**config.mk**
```make
export PLATFORM = sky130hd
export DESIGN_NAME = fetch_stage
export DESIGN_NICKNAME = d
export VERILOG_FILES = /design/src/rtl/fetch_pkg.sv /design/src/rtl/fetch_queue.sv /design/src/rtl/fetch_stage.sv
export SDC_FILE = /design/constraint.sdc
export NUM_CORES = 1
export LEC_CHECK = 0
export BUFFER_PORTS_ARGS = -buffer_cell sky130_fd_sc_hd__buf_2
export CAP_MARGIN = 10
export CORE_UTILIZATION = 30
export DETAILED_ROUTE_END_ITERATION = 6
export GPL_TIMING_DRIVEN = 0
export PLACE_DENSITY = 0.56
export SLEW_MARGIN = 20
export SYNTH_ARGS = -nofsm -noshare
export SYNTH_HDL_FRONTEND = slang
export SYNTH_SLANG_ARGS = --single-unit
export TNS_END_PERCENT = 5
```
**constraint.sdc**
```tcl
create_clock -name clk -period 6.7 [get_ports clk]
set_clock_uncertainty 0.15 [all_clocks]
set_input_delay 0.67 -clock clk [delete_from_list [all_inputs] [get_ports clk]]
set_output_delay 0.67 -clock clk [all_outputs]
set_load 0.005 [all_outputs]
```
**src/rtl/fetch_pkg.sv**
```systemverilog
// Shared fetch-stage types and constants (FSM states, instruction width, PC step, decode encodings).
// Latency: none; declarations only.
// Backpressure: none; declarations only.
package fetch_pkg;

  typedef enum logic [1:0] {
    BOOT  = 2'd0,
    RUN   = 2'd1,
    DRAIN = 2'd2
  } fetch_state_t;

  localparam int unsigned INSTR_W = 16;
  localparam int unsigned PC_INC  = 2;

  // Encodings decode also recognises; kept here so both stages agree.
  localparam logic [INSTR_W-1:0] INSTR_NOP  = 16'h0000;
  localparam logic [INSTR_W-1:0] INSTR_HALT = 16'hFFFF;

  // Width of a counter that must hold the values 0..depth inclusive.
  function automatic int unsigned cnt_width(input int unsigned depth);
    return $clog2(depth + 1);
  endfunction

endpackage

```
**src/rtl/fetch_queue.sv**
```systemverilog
// Small synchronous FIFO with push/pop/clear, occupancy count and empty/full flags.
// Latency: a pushed word is visible at head_dat_o on the cycle after the push edge.
// Backpressure: none internally; caller must not push when full (unless popping) nor pop when empty.
module fetch_queue
  import fetch_pkg::*;
#(
  parameter  int unsigned WIDTH = 16,
  parameter  int unsigned DEPTH = 2,
  localparam int unsigned CNT_W = cnt_width(DEPTH),
  localparam int unsigned PTR_W = (DEPTH > 1) ? $clog2(DEPTH) : 1
) (
  input  logic             clk,
  input  logic             rst_n,
  input  logic             clear_i,
  input  logic             push_i,
  input  logic [WIDTH-1:0] push_dat_i,
  input  logic             pop_i,
  output logic [WIDTH-1:0] head_dat_o,
  output logic [CNT_W-1:0] count_o,
  output logic             empty_o,
  output logic             full_o
);

  logic [WIDTH-1:0] mem_q [DEPTH];
  logic [PTR_W-1:0] wr_ptr_q, wr_ptr_d;
  logic [PTR_W-1:0] rd_ptr_q, rd_ptr_d;
  logic [CNT_W-1:0] count_q, count_d;
  logic             do_push, do_pop;

  function automatic logic [PTR_W-1:0] ptr_inc(input logic [PTR_W-1:0] p);
    return (p == PTR_W'(DEPTH - 1)) ? '0 : p + 1'b1;
  endfunction

  assign empty_o    = (count_q == '0);
  assign full_o     = (count_q == CNT_W'(DEPTH));
  assign count_o    = count_q;
  assign head_dat_o = mem_q[rd_ptr_q];

  assign do_pop  = pop_i & ~empty_o;
  assign do_push = push_i & (~full_o | do_pop);

  // Pointer and occupancy next-state; clear wins over any push/pop.
  always_comb begin
    wr_ptr_d = wr_ptr_q;
    rd_ptr_d = rd_ptr_q;
    count_d  = count_q;
    if (clear_i) begin
      wr_ptr_d = '0;
      rd_ptr_d = '0;
      count_d  = '0;
    end else begin
      if (do_push) wr_ptr_d = ptr_inc(wr_ptr_q);
      if (do_pop)  rd_ptr_d = ptr_inc(rd_ptr_q);
      if (do_push && !do_pop)      count_d = count_q + 1'b1;
      else if (!do_push && do_pop) count_d = count_q - 1'b1;
    end
  end

  // Storage and pointer registers; storage is zeroed so the head reads 0 out of reset.
  always_ff @(posedge clk or negedge rst_n) begin
    if (!rst_n) begin
      for (int i = 0; i < DEPTH; i++) mem_q[i] <= '0;
      wr_ptr_q <= '0;
      rd_ptr_q <= '0;
      count_q  <= '0;
    end else begin
      if (do_push && !clear_i) mem_q[wr_ptr_q] <= push_dat_i;
      wr_ptr_q <= wr_ptr_d;
      rd_ptr_q <= rd_ptr_d;
      count_q  <= count_d;
    end
  end

endmodule

```
**src/rtl/fetch_stage.sv**
```systemverilog
// Fetch front end: holds the fetch PC, issues imem requests, queues returned instructions for decode.
// Latency: imem_rvalid in cycle N -> instr_valid in cycle N+1; flush squashes decode output the same cycle.
// Backpressure: dec_ready=0 holds the queue head; queued+outstanding is capped at QDEPTH, which gates imem_req.
// Optional feature macro FETCH_PERF_EN adds perf_fetched / perf_dropped event counters.
module fetch_stage
  import fetch_pkg::*;
#(
  parameter int unsigned     PC_W     = 16,
  parameter int unsigned     QDEPTH   = 2,
  parameter logic [PC_W-1:0] RESET_PC = '0
) (
  input  logic               clk,
  input  logic               rst_n,
  input  logic               flush,
  input  logic [PC_W-1:0]    branch_pc,
  output logic               imem_req,
  output logic [PC_W-1:0]    imem_addr,
  input  logic               imem_gnt,
  input  logic               imem_rvalid,
  input  logic [INSTR_W-1:0] imem_rdata,
  output logic               instr_valid,
  output logic [INSTR_W-1:0] instr_out,
  output logic [PC_W-1:0]    pc_out,
  input  logic               dec_ready
`ifdef FETCH_PERF_EN
  ,
  output logic [31:0]        perf_fetched,
  output logic [31:0]        perf_dropped
`endif
);

  localparam int unsigned     CNT_W   = cnt_width(QDEPTH);
  localparam int unsigned     IQ_W    = PC_W + INSTR_W;
  localparam logic [PC_W-1:0] BOOT_PC = RESET_PC & ~PC_W'(1);

  fetch_state_t     state_q, state_d;
  logic [PC_W-1:0]  fetch_pc_q, fetch_pc_d;
  logic [CNT_W-1:0] outstanding_q, outstanding_d;
  logic [CNT_W-1:0] drop_cnt_q, drop_cnt_d;

  logic             hs;
  logic             rsp_drop;
  logic             iq_push, iq_pop;
  logic [CNT_W:0]   credits_used;
  logic [PC_W-1:0]  redirect_pc;

  logic [PC_W-1:0]  pcf_head;
  logic [CNT_W-1:0] pcf_count;
  logic             pcf_empty, pcf_full;
  logic [IQ_W-1:0]  iq_head;
  logic [CNT_W-1:0] iq_count;
  logic             iq_empty, iq_full;

  // Every queued entry or in-flight request holds one credit, so the queue can never overflow.
  assign credits_used = {1'b0, iq_count} + {1'b0, outstanding_q};
  assign imem_req     = (state_q != BOOT) && !flush && (credits_used < (CNT_W+1)'(QDEPTH));
  assign imem_addr    = fetch_pc_q;
  assign hs           = imem_req & imem_gnt;

  // Responses for requests issued before a redirect are discarded in order.
  assign rsp_drop     = imem_rvalid & (flush | (drop_cnt_q != '0));
  assign iq_push      = imem_rvalid & ~rsp_drop;

  assign instr_valid  = ~iq_empty & ~flush;
  assign iq_pop       = instr_valid & dec_ready;
  assign instr_out    = iq_head[INSTR_W-1:0];
  assign pc_out       = iq_head[IQ_W-1:INSTR_W];

  assign redirect_pc  = branch_pc & ~PC_W'(1);

  // Addresses of requests still waiting for their response, oldest at head.
  fetch_queue #(.WIDTH(PC_W), .DEPTH(QDEPTH)) u_pc_fifo (
    .clk        (clk),
    .rst_n      (rst_n),
    .clear_i    (1'b0),
    .push_i     (hs),
    .push_dat_i (fetch_pc_q),
    .pop_i      (imem_rvalid),
    .head_dat_o (pcf_head),
    .count_o    (pcf_count),
    .empty_o    (pcf_empty),
    .full_o     (pcf_full)
  );

  // Right-path {pc, instr} pairs waiting for decode.
  fetch_queue #(.WIDTH(IQ_W), .DEPTH(QDEPTH)) u_instr_q (
    .clk        (clk),
    .rst_n      (rst_n),
    .clear_i    (flush),
    .push_i     (iq_push),
    .push_dat_i ({pcf_head, imem_rdata}),
    .pop_i      (iq_pop),
    .head_dat_o (iq_head),
    .count_o    (iq_count),
    .empty_o    (iq_empty),
    .full_o     (iq_full)
  );

  // Next state for FSM, fetch PC and request/drop counters; a redirect overrides everything.
  always_comb begin
    state_d       = state_q;
    fetch_pc_d    = fetch_pc_q;
    outstanding_d = outstanding_q;
    drop_cnt_d    = drop_cnt_q;

    if (hs && !imem_rvalid)      outstanding_d = outstanding_q + 1'b1;
    else if (!hs && imem_rvalid) outstanding_d = outstanding_q - 1'b1;

    if (hs) fetch_pc_d = fetch_pc_q + PC_W'(PC_INC);

    if (imem_rvalid && (drop_cnt_q != '0)) drop_cnt_d = drop_cnt_q - 1'b1;

    unique case (state_q)
      BOOT:    state_d = RUN;
      RUN:     state_d = RUN;
      DRAIN:   if (drop_cnt_d == '0) state_d = RUN;
      default: state_d = BOOT;
    endcase

    // Everything still in flight after this cycle belongs to the wrong path.
    if (flush) begin
      fetch_pc_d = redirect_pc;
      drop_cnt_d = outstanding_d;
      state_d    = (outstanding_d != '0) ? DRAIN : RUN;
    end
  end

  // State registers.
  always_ff @(posedge clk or negedge rst_n) begin
    if (!rst_n) begin
      state_q       <= BOOT;
      fetch_pc_q    <= BOOT_PC;
      outstanding_q <= '0;
      drop_cnt_q    <= '0;
    end else begin
      state_q       <= state_d;
      fetch_pc_q    <= fetch_pc_d;
      outstanding_q <= outstanding_d;
      drop_cnt_q    <= drop_cnt_d;
    end
  end

`ifdef FETCH_PERF_EN
  logic [31:0] perf_fetched_q, perf_dropped_q;
  logic [31:0] dropped_inc;

  // Discarded responses plus entries thrown away when the queue is cleared by a redirect.
  assign dropped_inc = 32'(rsp_drop) + (flush ? 32'(iq_count) : 32'd0);

  // Free-running event counters, wrapping on overflow.
  always_ff @(posedge clk or negedge rst_n) begin
    if (!rst_n) begin
      perf_fetched_q <= '0;
      perf_dropped_q <= '0;
    end else begin
      perf_fetched_q <= perf_fetched_q + 32'(iq_pop);
      perf_dropped_q <= perf_dropped_q + dropped_inc;
    end
  end

  assign perf_fetched = perf_fetched_q;
  assign perf_dropped = perf_dropped_q;
`endif

  // Memory must only answer requests it accepted; the PC side-FIFO tracks the same population.
  a_rvalid_needs_req : assert property (@(posedge clk) disable iff (!rst_n)
    imem_rvalid |-> (outstanding_q != '0) && !pcf_empty);
  a_out_matches_fifo : assert property (@(posedge clk) disable iff (!rst_n)
    outstanding_q == pcf_count);
  a_no_overflow      : assert property (@(posedge clk) disable iff (!rst_n)
    (!(hs && pcf_full)) && !(iq_push && iq_full && !iq_pop));

endmodule

```
==> impl_results.md <==
- Sink Count: 121
- Reg2reg path depth: 7
- Final ANT Viol Nets: 0
- Slowest CP cell: nor3_2
- Failing checks: design-rule violations
- Final Max Tran Viols: 0
- Final Setup Violations: 0
- Post-CTS sizing: 0
- Max cap viols: 0
- Main synth FF type: dfrtp_1
- Count leader, synth: dfrtp_1
- Post-route cell area: 6930 µm²
- Req. time, crit path: 6.84 ns
- Rows: 49
- Synth Register Bits: 121
- DR DRC count: 15
- Area occupied by multi-input gates: 2380 µm²
- Leak: 3.22 nW
- First-pass GRT wire length: 21.9 mm
- Routed wire per std cell: 16.4 µm
- Gr ovfl total: 0
- Syn Area/Cell: 12.1 µm²
- Die width: 138 µm
- Synth area leaders: dfrtp_1 54%, mux2_2 19%, mux2i_1 3.1%
- Max Fclk: 0.314 GHz
- Clock tree buffer depth: 2
- Total Neg Setup Slack: 0 ns
- Largest net degree at the start of global routing: 82
- Endpoints failing hold: 0
- Post-synth EDFFs: 0
- HPWL Detailed: 9.42 mm
- Instance area at placement: 6310 µm²
- Top cell type's share of synthesized area: 54.4%
- Hold buffers post-CTS: 0
- Starting DRT DRC Count: 261
- GP Congestion: 0.766
- Setup bufs post-CTS: 0
- Status: finished, violations left
- Initial antenna violation count: 0
- Io pins: 88
- Area of the mapped netlist: 5570 µm²
- FILL cells: 1799
- Headroom to the max-slew limit: 51.7%
- CP cell instances: and2_1 -> fa_1 -> nor3b_1 -> nand2_1 -> nor3_2 -> buf_2 -> mux2_2
- Number of global-route vias before repair: 4114
- Sequential Area: 3030 µm²
- Critical path class: reg -> reg
- Share of layout cells above drive strength 1: 38.9%
- Die footprint: 19100 µm²
- Final wirelength: 13.3 mm
- Actual slew at the worst max-slew pin: 0.724 ns
- CP endpoint kind: register
- Worst-Skew Late Latency: 0.42 ns
- Via count: 3938
- Post-synth top cells: 121 x dfrtp_1, 93 x mux2_2, 36 x nand2_1
- Unrepaired setup endpoints after global routing: no
- Power per cell area: 433 nW/µm²
- CP peak stage delay: 0.50 ns
- Seq/Total Area, Yosys: 54.4%
- Final Core Density: 38.3%
- Initial core utilization: 30.8%
- CTS H-tree lvls: 4
- Synth Warn #: 0
- Vert. Die Dim: 138 µm
- Tmin final: 3.18 ns
- Area grow syn2layout: 24.3%
- Critical Path AT: 3.33 ns
- Synth cell types: 52
- Clock slew at reported path FFs: 0.05 ns
- Synth Instances: 462
- Vias per cell: 4.88
- Root Buffer: clkbuf_16
- # diodes: 0
- Startpoint types: register
- Clock tree from TritonCTS: yes
- GRT Util Overall: 14.7%
- Min-Delay Path Class: in -> async
- Worst VDD drop: 0.000201 V
- Drt pass-1 iters: 7
- Async S/R FF share, synth: 100%
- Area leader, netlist: dfrtp_1
- Nets@finish: 608
- Core area: 18100 µm²
- CTS buffer count: 17
- Port buffer count: 83
- Worst Path Max Fanout: 10
- Period utilisation layout: 47.5%
==> critical path: cells and delay by family, from the launching register on <==
kind	cells	cell delay, ns
flip-flops	1	0.46
multiplexers	1	0.37
adder cells (fa/ha/maj)	1	0.47
buffers and inverters	1	0.37
AND/OR/NAND/NOR	4	1.24
==> layout make-up <==
type                    count  area share (%)
clock buffers              25            7.30
inverters                   4           0.217
plain buffers              28            2.15
well taps                 229            4.14
repair buffers             84            6.48
clock inverters             6            1.61
multi-input cells         310            34.4
flip-flops and latches    121            43.7
==> report_power, final <==
group | internal, mW | switching [mW]
registers | 1.02 | 0.178
clock network | 0.632 | 0.315
logic | 0.454 | 0.397
total | 2.11 | 0.890
==> cells in the final DEF, fill, tap and decap left out, types with 3 or more instances in the layout <==
master	n
o211ai_1	5
o31ai_1	3
xnor2_1	5
a21oi_1	18
clkbuf_1	12
nor2_1	25
inv_1	4
clkbuf_16	17
dfrtp_1	121
mux2_2	93
nand2_1	36
buf_6	3
mux2i_1	17
buf_2	88
o21ai_0	28
nor3_1	3
xor2_1	7
nor3b_1	4
buf_1	6
o311ai_0	8
a31o_2	3
and2_1	3
nand3_1	12
and3_1	4
ha_1	3
bufinv_16	3
clkbuf_8	5
buf_4	3
==> stage by stage <==
stage	hold WS [ns]	power (mW)	setup slack [ns]	cells
3_3_place_gp	0.308	2.02	3.35	775
2_1_floorplan	0.224	1.75	3.91	463
5_1_grt	0.0333	3.19	3.33	807
4_1_cts	0.0177	3.03	3.50	807
6_report	0.00434	3.00	3.52	807
3_5_place_dp	0.318	2.07	3.50	776
==> kinds of logic (layout without fill, tap and decap cells) <==
group	Yosys count	count (layout)	synth area share (%)
AND/OR/NAND/NOR	107	107	9.48
XOR/XNOR	12	12	1.89
flip-flops	121	121	54.4
adder cells (fa/ha/maj)	4	4	1.03
buffers and inverters	32	147	2.94
other	1	2	0.0673
multiplexers	110	110	21.9
AO/OA/AOI/OAI	75	75	8.38
==> metal layers <==
| metal | global-route usage [%] | up-vias | wire length (µm) |
|---|---|---|---|
| li1 | - | 1866 | - |
| met1 | 19.6 | 1955 | 6290 |
| met2 | 23.0 | 109 | 6170 |
| met3 | 3.88 | 8 | 729 |
| met4 | 4.97 | 0 | 63 |
| met5 | 0 | - | 0 |
==> sequential cells by signal, indices dropped and copies added (netlist names), 2 cells and up <==
name and cells:
drop_cnt_q 2, state_q 2, u_instr_q.mem_q 62, imem_addr 15, u_pc_fifo.count_o 2, outstanding_q 2, u_instr_q.count_o 2, u_pc_fifo.mem_q 30
==> worst paths after layout <==
| path | start | to | slack, ns |
|---|---|---|---|
| min | rst_n | u_instr_q.mem_q[39] | 0.004 |
| max | u_instr_q.count_o[0] | u_pc_fifo.mem_q[23] | 3.52 |
| max reg2reg | u_instr_q.count_o[0] | u_pc_fifo.mem_q[23] | 3.52 |
| min in group clk | branch_pc[3] | imem_addr[3] | 0.31 |
| max in group asynchronous | rst_n | u_pc_fifo.mem_q[9] | 5.65 |
| min reg2reg | u_instr_q.mem_q[62] | u_instr_q.mem_q[62] | 0.32 |
No activity file was read; power rests on OpenSTA's default activity.
